### src/rtl/pc_sequencer.sv
// Program-counter sequencer with RUN / HALTED / STEP debug control, a saturating
// retired-instruction counter and a sticky sequential-wrap flag.
module pc_sequencer #(
  parameter logic [7:0]  RESET_PC = 8'h00,
  parameter int unsigned COUNT_W  = 16
) (
  input  logic               clk,
  input  logic               resetN,
  output logic [7:0]         pcOut,
  input  logic [7:0]         pcNextSeq,
  input  logic [7:0]         branchTarget,
  input  logic               branchTaken,
  input  logic               jump,
  input  logic [7:0]         jumpTarget,
  input  logic               stall,
  input  logic               haltReq,
  input  logic               stepReq,
  input  logic               resumeReq,
  output logic               halted,
  output logic [COUNT_W-1:0] retireCount,
  output logic               wrapFlag
);

  localparam logic [COUNT_W-1:0] CountOne = COUNT_W'(1);
  localparam logic [COUNT_W-1:0] CountMax = {COUNT_W{1'b1}};

  typedef enum logic [1:0] {StRun, StHalted, StStep} state_e;

  state_e             state_q, state_d;
  logic [7:0]         pc_q, pc_d;
  logic [COUNT_W-1:0] count_q;
  logic               halted_q;
  logic               wrap_q;
  logic               advance;
  logic               seq_sel;

  always_comb begin
    advance = 1'b0;
    state_d = state_q;
    case (state_q)
      StRun: begin
        // A halt request steals the cycle even when a branch or jump is pending.
        advance = ~haltReq & ~stall;
        if (haltReq) state_d = StHalted;
      end
      StHalted: begin
        if (resumeReq)    state_d = StRun;
        else if (stepReq) state_d = StStep;
      end
      StStep: begin
        advance = ~stall;
        if (!stall) state_d = StHalted;
      end
      default: state_d = StRun;
    endcase
  end

  always_comb begin
    seq_sel = 1'b0;
    if (jump)             pc_d = jumpTarget;
    else if (branchTaken) pc_d = branchTarget;
    else begin
      pc_d    = pcNextSeq;
      seq_sel = 1'b1;
    end
  end

  always_ff @(posedge clk) begin
    if (!resetN) begin
      state_q  <= StRun;
      pc_q     <= RESET_PC;
      count_q  <= '0;
      halted_q <= 1'b0;
      wrap_q   <= 1'b0;
    end else begin
      state_q  <= state_d;
      halted_q <= (state_d == StHalted);
      if (advance) begin
        pc_q <= pc_d;
        if (count_q != CountMax) count_q <= count_q + CountOne;
        // Only a sequential step off the top of memory counts as a wrap.
        if (seq_sel && (pc_q == 8'hFF)) wrap_q <= 1'b1;
      end
    end
  end

  assign pcOut       = pc_q;
  assign halted      = halted_q;
  assign retireCount = count_q;
  assign wrapFlag    = wrap_q;

endmodule

### config.mk
export PLATFORM = sky130hd
export DESIGN_NAME = pc_sequencer
export DESIGN_NICKNAME = d
export VERILOG_FILES = /design/src/rtl/pc_sequencer.sv
export SDC_FILE = /design/constraint.sdc
export NUM_CORES = 1
export LEC_CHECK = 0
export ABC_AREA = 1
export CAP_MARGIN = 20
export CORE_MARGIN = 2
export CORE_UTILIZATION = 70
export CTS_BUF_LIST = sky130_fd_sc_hd__clkbuf_4
export DETAILED_ROUTE_END_ITERATION = 8
export DONT_BUFFER_PORTS = 1
export PLACE_DENSITY_LB_ADDON = 0.08
export RECOVER_POWER = 100
export SLEW_MARGIN = 30
export SYNTH_ARGS = -nofsm -noshare
export SYNTH_HDL_FRONTEND = slang
export SYNTH_SLANG_ARGS = --single-unit
### constraint.sdc
create_clock -name clk -period 2.9 [get_ports clk]
set_input_delay 0.58 -clock clk [delete_from_list [all_inputs] [get_ports clk]]
set_output_delay 0.58 -clock clk [all_outputs]
set_load 0.05 [all_outputs]
Yosys cells after proc, flatten, opt, wreduce, memory -nomap -nowiden --
Index checks and enable logic that the tools add are counted.
Word-level totals: register bits after elaboration 28, input bits 32, output and inout bits 26, logic and storage cells 28
Cells by class: add/sub/neg operators 1, equality and inequality tests 5, muxes and demuxes 10, bitwise gates (word level) 3, reduce and logical (&&, ||, !) cells 4
Operators by type and width (number):
- $add 16x1->16 const B | 1
- $mux 8 | 2
- $ne 16x16->1 const B | 1
- $eq 8x8->1 const B | 1
- $mux 2 | 4
- $pmux 2 s3 | 1
- $eq 2x1->1 const B | 2
- $reduce_and 2->1 | 2
- $eq 2x2->1 const B | 1
- $logic_not 2->1 | 1
- $mux 1 | 2
- $not 1->1 | 2
- $pmux 1 s2 | 1
- $and 1x1->1 | 1
- $logic_and 1x1->1 | 1

Longest topological paths before layout --
depth after elaboration 4, mapped depth 9, gate-level depth less buffers 9

Least setup slack after synthesis --
No wires, ideal clock.
kind register to register, start point register count_q[0], in the netlist retireCount[0], end point register count_q[15], in the netlist retireCount[15], library setup time 0.117 ns, arrival time 1.657 ns, required time 2.783 ns, slack 1.126 ns, stages on the path, launching flop included 9, buffers on the path 0, clock period less this slack 1.774 ns, cells stage by stage dfxtp_1 > ha_1 > nand2_1 > nor2_2 > nand2_4 > clkinv_4 > nand3_4 > a21oi_1 > nor2_1
Between the ends: word-level cells in the longest chain between the ends 2, elaborated cells between the ends (all ways) 3, those cells by class add/sub (1); eq/ne (1); reduce/logical (1)
Ends and longest elaborated chain:
- start: declaration | line 31 | logic [COUNT_W-1:0] count_q;
- start signal: assignment | line 80 | if (count_q != CountMax) count_q <= count_q + CountOne;
- branches (longest 2 deep; another with $add 16x1->16)
Several ways; the timed one is not identified. A chain may end at the register's enable or synchronous reset.

Worst setup path after layout --
start point register count_q[0], in the netlist retireCount[0], end point register count_q[14], in the netlist retireCount[14]
The elaborated chain is that of the path after synthesis.

==> qor.csv <==
stage;metric;value;unit
finish;area.growth.synth_to_final;-1.59;%
routing;via_count;1554;
placed_design;place_inst;265;
critical_path;ff2ff_setup_slack;0.70;ns
power;internal_power;468;µW
routing;first_pass_iters;4;
power;power_density;406;nW/µm²
cts;cts_resized;0;
global_routing;grt_pass1_wl;6.31;mm
floorplanning;start_util;0.741;
placed_design;pre_cts_slack;0.933;ns
job;maxCapViolations;0;
floorplanning;io_pins;58;
power;ir_drop;0.382;mV
synthesis;syn_area;1650;µm²
timing;max_freq;0.455;GHz
routing;drt.antenna.violating_nets;0;
cts;clock_path_buffers;2;
timing;skew;0.00604;ns
cts;cts.reportedPaths.clkPinSlew;0.15;ns
critical_path;path_class;reg2reg;
timing;min_period_over_period;0.759;
critical_path;endpoint_kind;flop;
worst_hold_path;holdPathEnd;retireCount[5];
power;p_sw;192;µW
placed_design;place_congestion;0.914;
synthesis;synth-async-reset-ratio;0;
timing;rsz0062_at_grt;no;
synthesis;yosysTopAreaCellShare;0.339;
worst_hold_path;worst_hold_path.num_cells;2;
cts;ctsHoldBuffers;0;
power;p_clk_frac;0.240;
cts;htree_levels;1;
synthesis;synth_most_common_cell;nand2_1;
finish;num_antenna_cells;0;
critical_path;reg2reg_depth;8;
placed_design;place_area;1660;µm²
finish;drive_above_1_share;0.0871;
synthesis;ys.warnings.count;0;
power;comb_power_share;0.079;
cts;cts-root-buf;clkbuf_4;
timing;max_slew.worst_pin.slew;0.714;ns
timing;slew_viol_final;0;
routing;via_per_inst;5.78;
cts;cts_tree;yes;
placed_design;port_buffers;0;
synthesis;synth_edf_count;0;
power;cellLeakagePower;0.673;nW
timing;setup-tns-final;0;ns
finish;final_nets;275;
synthesis;synth_commonest_cells;nand2_1 (49), nor2_1 (36), dfxtp_1 (28);
critical_path;required;3.12;ns
synthesis;synth_cell_type_count;29;
timing;whs;0.363;ns
routing;wl_per_cell;13.9;µm
timing;fin_ws;0.700;ns
finish;fin_cells;269;
global_routing;grt_max_degree;24;
synthesis;syn_inst;243;
floorplanning;core;2230;µm²
cts;postCtsSetupRepairBufs;0;
critical_path;worst_path_largest_cell_delay;0.72;ns
power;totalPowerFinal;660;µW
floorplanning;die_area;2770;µm²
critical_path;crit_buf_inv;1;
worst_hold_path;hp-class;in2reg;
global_routing;overflow;0;
routing;drt-initial-drc-count;46;
power;swShare;0.290;
critical_path;critPathLaunchType;flop;
finish;final_util;0.729;
global_routing;grt_pass1_vias;1518;
critical_path;worstPathMaxFanout;8;
cts;clock_sink_count;28;
cts;cts_buffers;3;
run_status;outcome;complete, no violations;
critical_path;worstPathArrival;2.42;ns
timing;finalHoldViolations;0;
floorplanning;die_x;52.6;µm
timing;slew_headroom;0.524;
synthesis;ys_seq_area_frac;0.339;
finish;final_area;1630;µm²
cts;insertion_delay;0.32;ns
synthesis;ys_ff_latch;28;
timing;setup_violations;0;
worst_hold_path;worstHoldStart;resetN;
routing;drcViolationCount;0;
synthesis;yosysTopAreaCell;dfxtp_1;
synthesis;syn_nets;276;
global_routing;grt_use_total;0.299;
critical_path;reg2reg_from;retireCount[0];
critical_path;crit_family;flip-flops;
placed_design;dpl.hpwl;2.91;mm
routing;drt_wl_total;3.74;mm
floorplanning;row_count;17;
global_routing;antenna_found_initial;0;
synthesis;synthTopCellsByArea;dfxtp_1 (34%), nand2_1 (11%), nor2_1 (8.2%);
timing;period_needed;2.20;ns
power;p_seq_frac;0.681;
critical_path;cp_cell_sequence;ha_1, nand2_1, nor2_1, nand2_1, clkinvlp_2, nand3_1, a21oi_1, nor2_1;
critical_path;cp_slowest_cell;dfxtp_1;
critical_path;timing.rr.end;retireCount[14];
synthesis;postSynthAreaPerCell;6.81;µm²
synthesis;synthFlopType;dfxtp_1;
floorplanning;die-height;52.6;µm
-- power groups by stage --
stage	sequential (mW)	combinational, mW	clock [mW]
floorplan	0.455	0.0539	0
CTS	0.449	0.0537	0.161
detailed placement	0.458	0.0535	0
global route	0.451	0.0610	0.174
global placement	0.457	0.0497	0
finish	0.449	0.0525	0.158
-- routing by layer --
metal	part of all wire	track usage
met5	0	0
met2	0.50	0.531
met1	0.41	0.366
met4	0.0094	0.0983
met3	0.082	0.0400
-- final cells by class --
class,instances,area [µm²]
Clock buffer,3,22.5
Clock inverter,1,3.75
Fill cell,190,606
Inverter,28,111
Multi-Input combinational cell,180,891
Sequential cell,28,561
Tap cell,28,35.0
Timing Repair Buffer,1,3.75
-- registers in the layout, indices dropped and copies added (netlist names) --
name / count
wrapFlag: 1
pcOut: 8
halted: 1
retireCount: 16
state_q: 2
-- worst max-delay path by stage --
stage	startpoint	endpoint	slack, ns	depth (start not counted)
finish	retireCount[0]	retireCount[14]	0.70	8
detailed placement	stall	retireCount[15]	0.93	8
floorplan	retireCount[0]	retireCount[15]	1.13	8
global placement	stall	retireCount[15]	0.98	8
global route	retireCount[0]	retireCount[14]	0.50	8
CTS	retireCount[0]	retireCount[14]	0.93	8
-- placed cells by master, fill, tap and decap left out, types with 2 or more instances in the layout --
master and n:
nand2_2 3, a31oi_1 3, o21ai_1 5, o211ai_1 8, o21ai_0 8, nand2_4 3
dfxtp_1 28, nor3_1 3, nand3_1 15, nand2_1 51, clkbuf_4 3, inv_1 25
a21oi_1 25, nor2_1 40, nor2_2 4, nor2_4 2, nand4_1 4
-- cells by family (layout without fill, tap and decap cells) --
| group | count (synthesis) | in the layout | share of synthesized area |
|---|---|---|---|
| DFF | 28 | 28 | 0.339 |
| AOI/OAI and AO/OA | 50 | 50 | 0.168 |
| buffers and inverters | 35 | 33 | 0.0915 |
| adders and majority gates | 1 | 1 | 0.00756 |
| and+or+nand+nor | 129 | 129 | 0.394 |
Power figures use the tool's default switching activity.
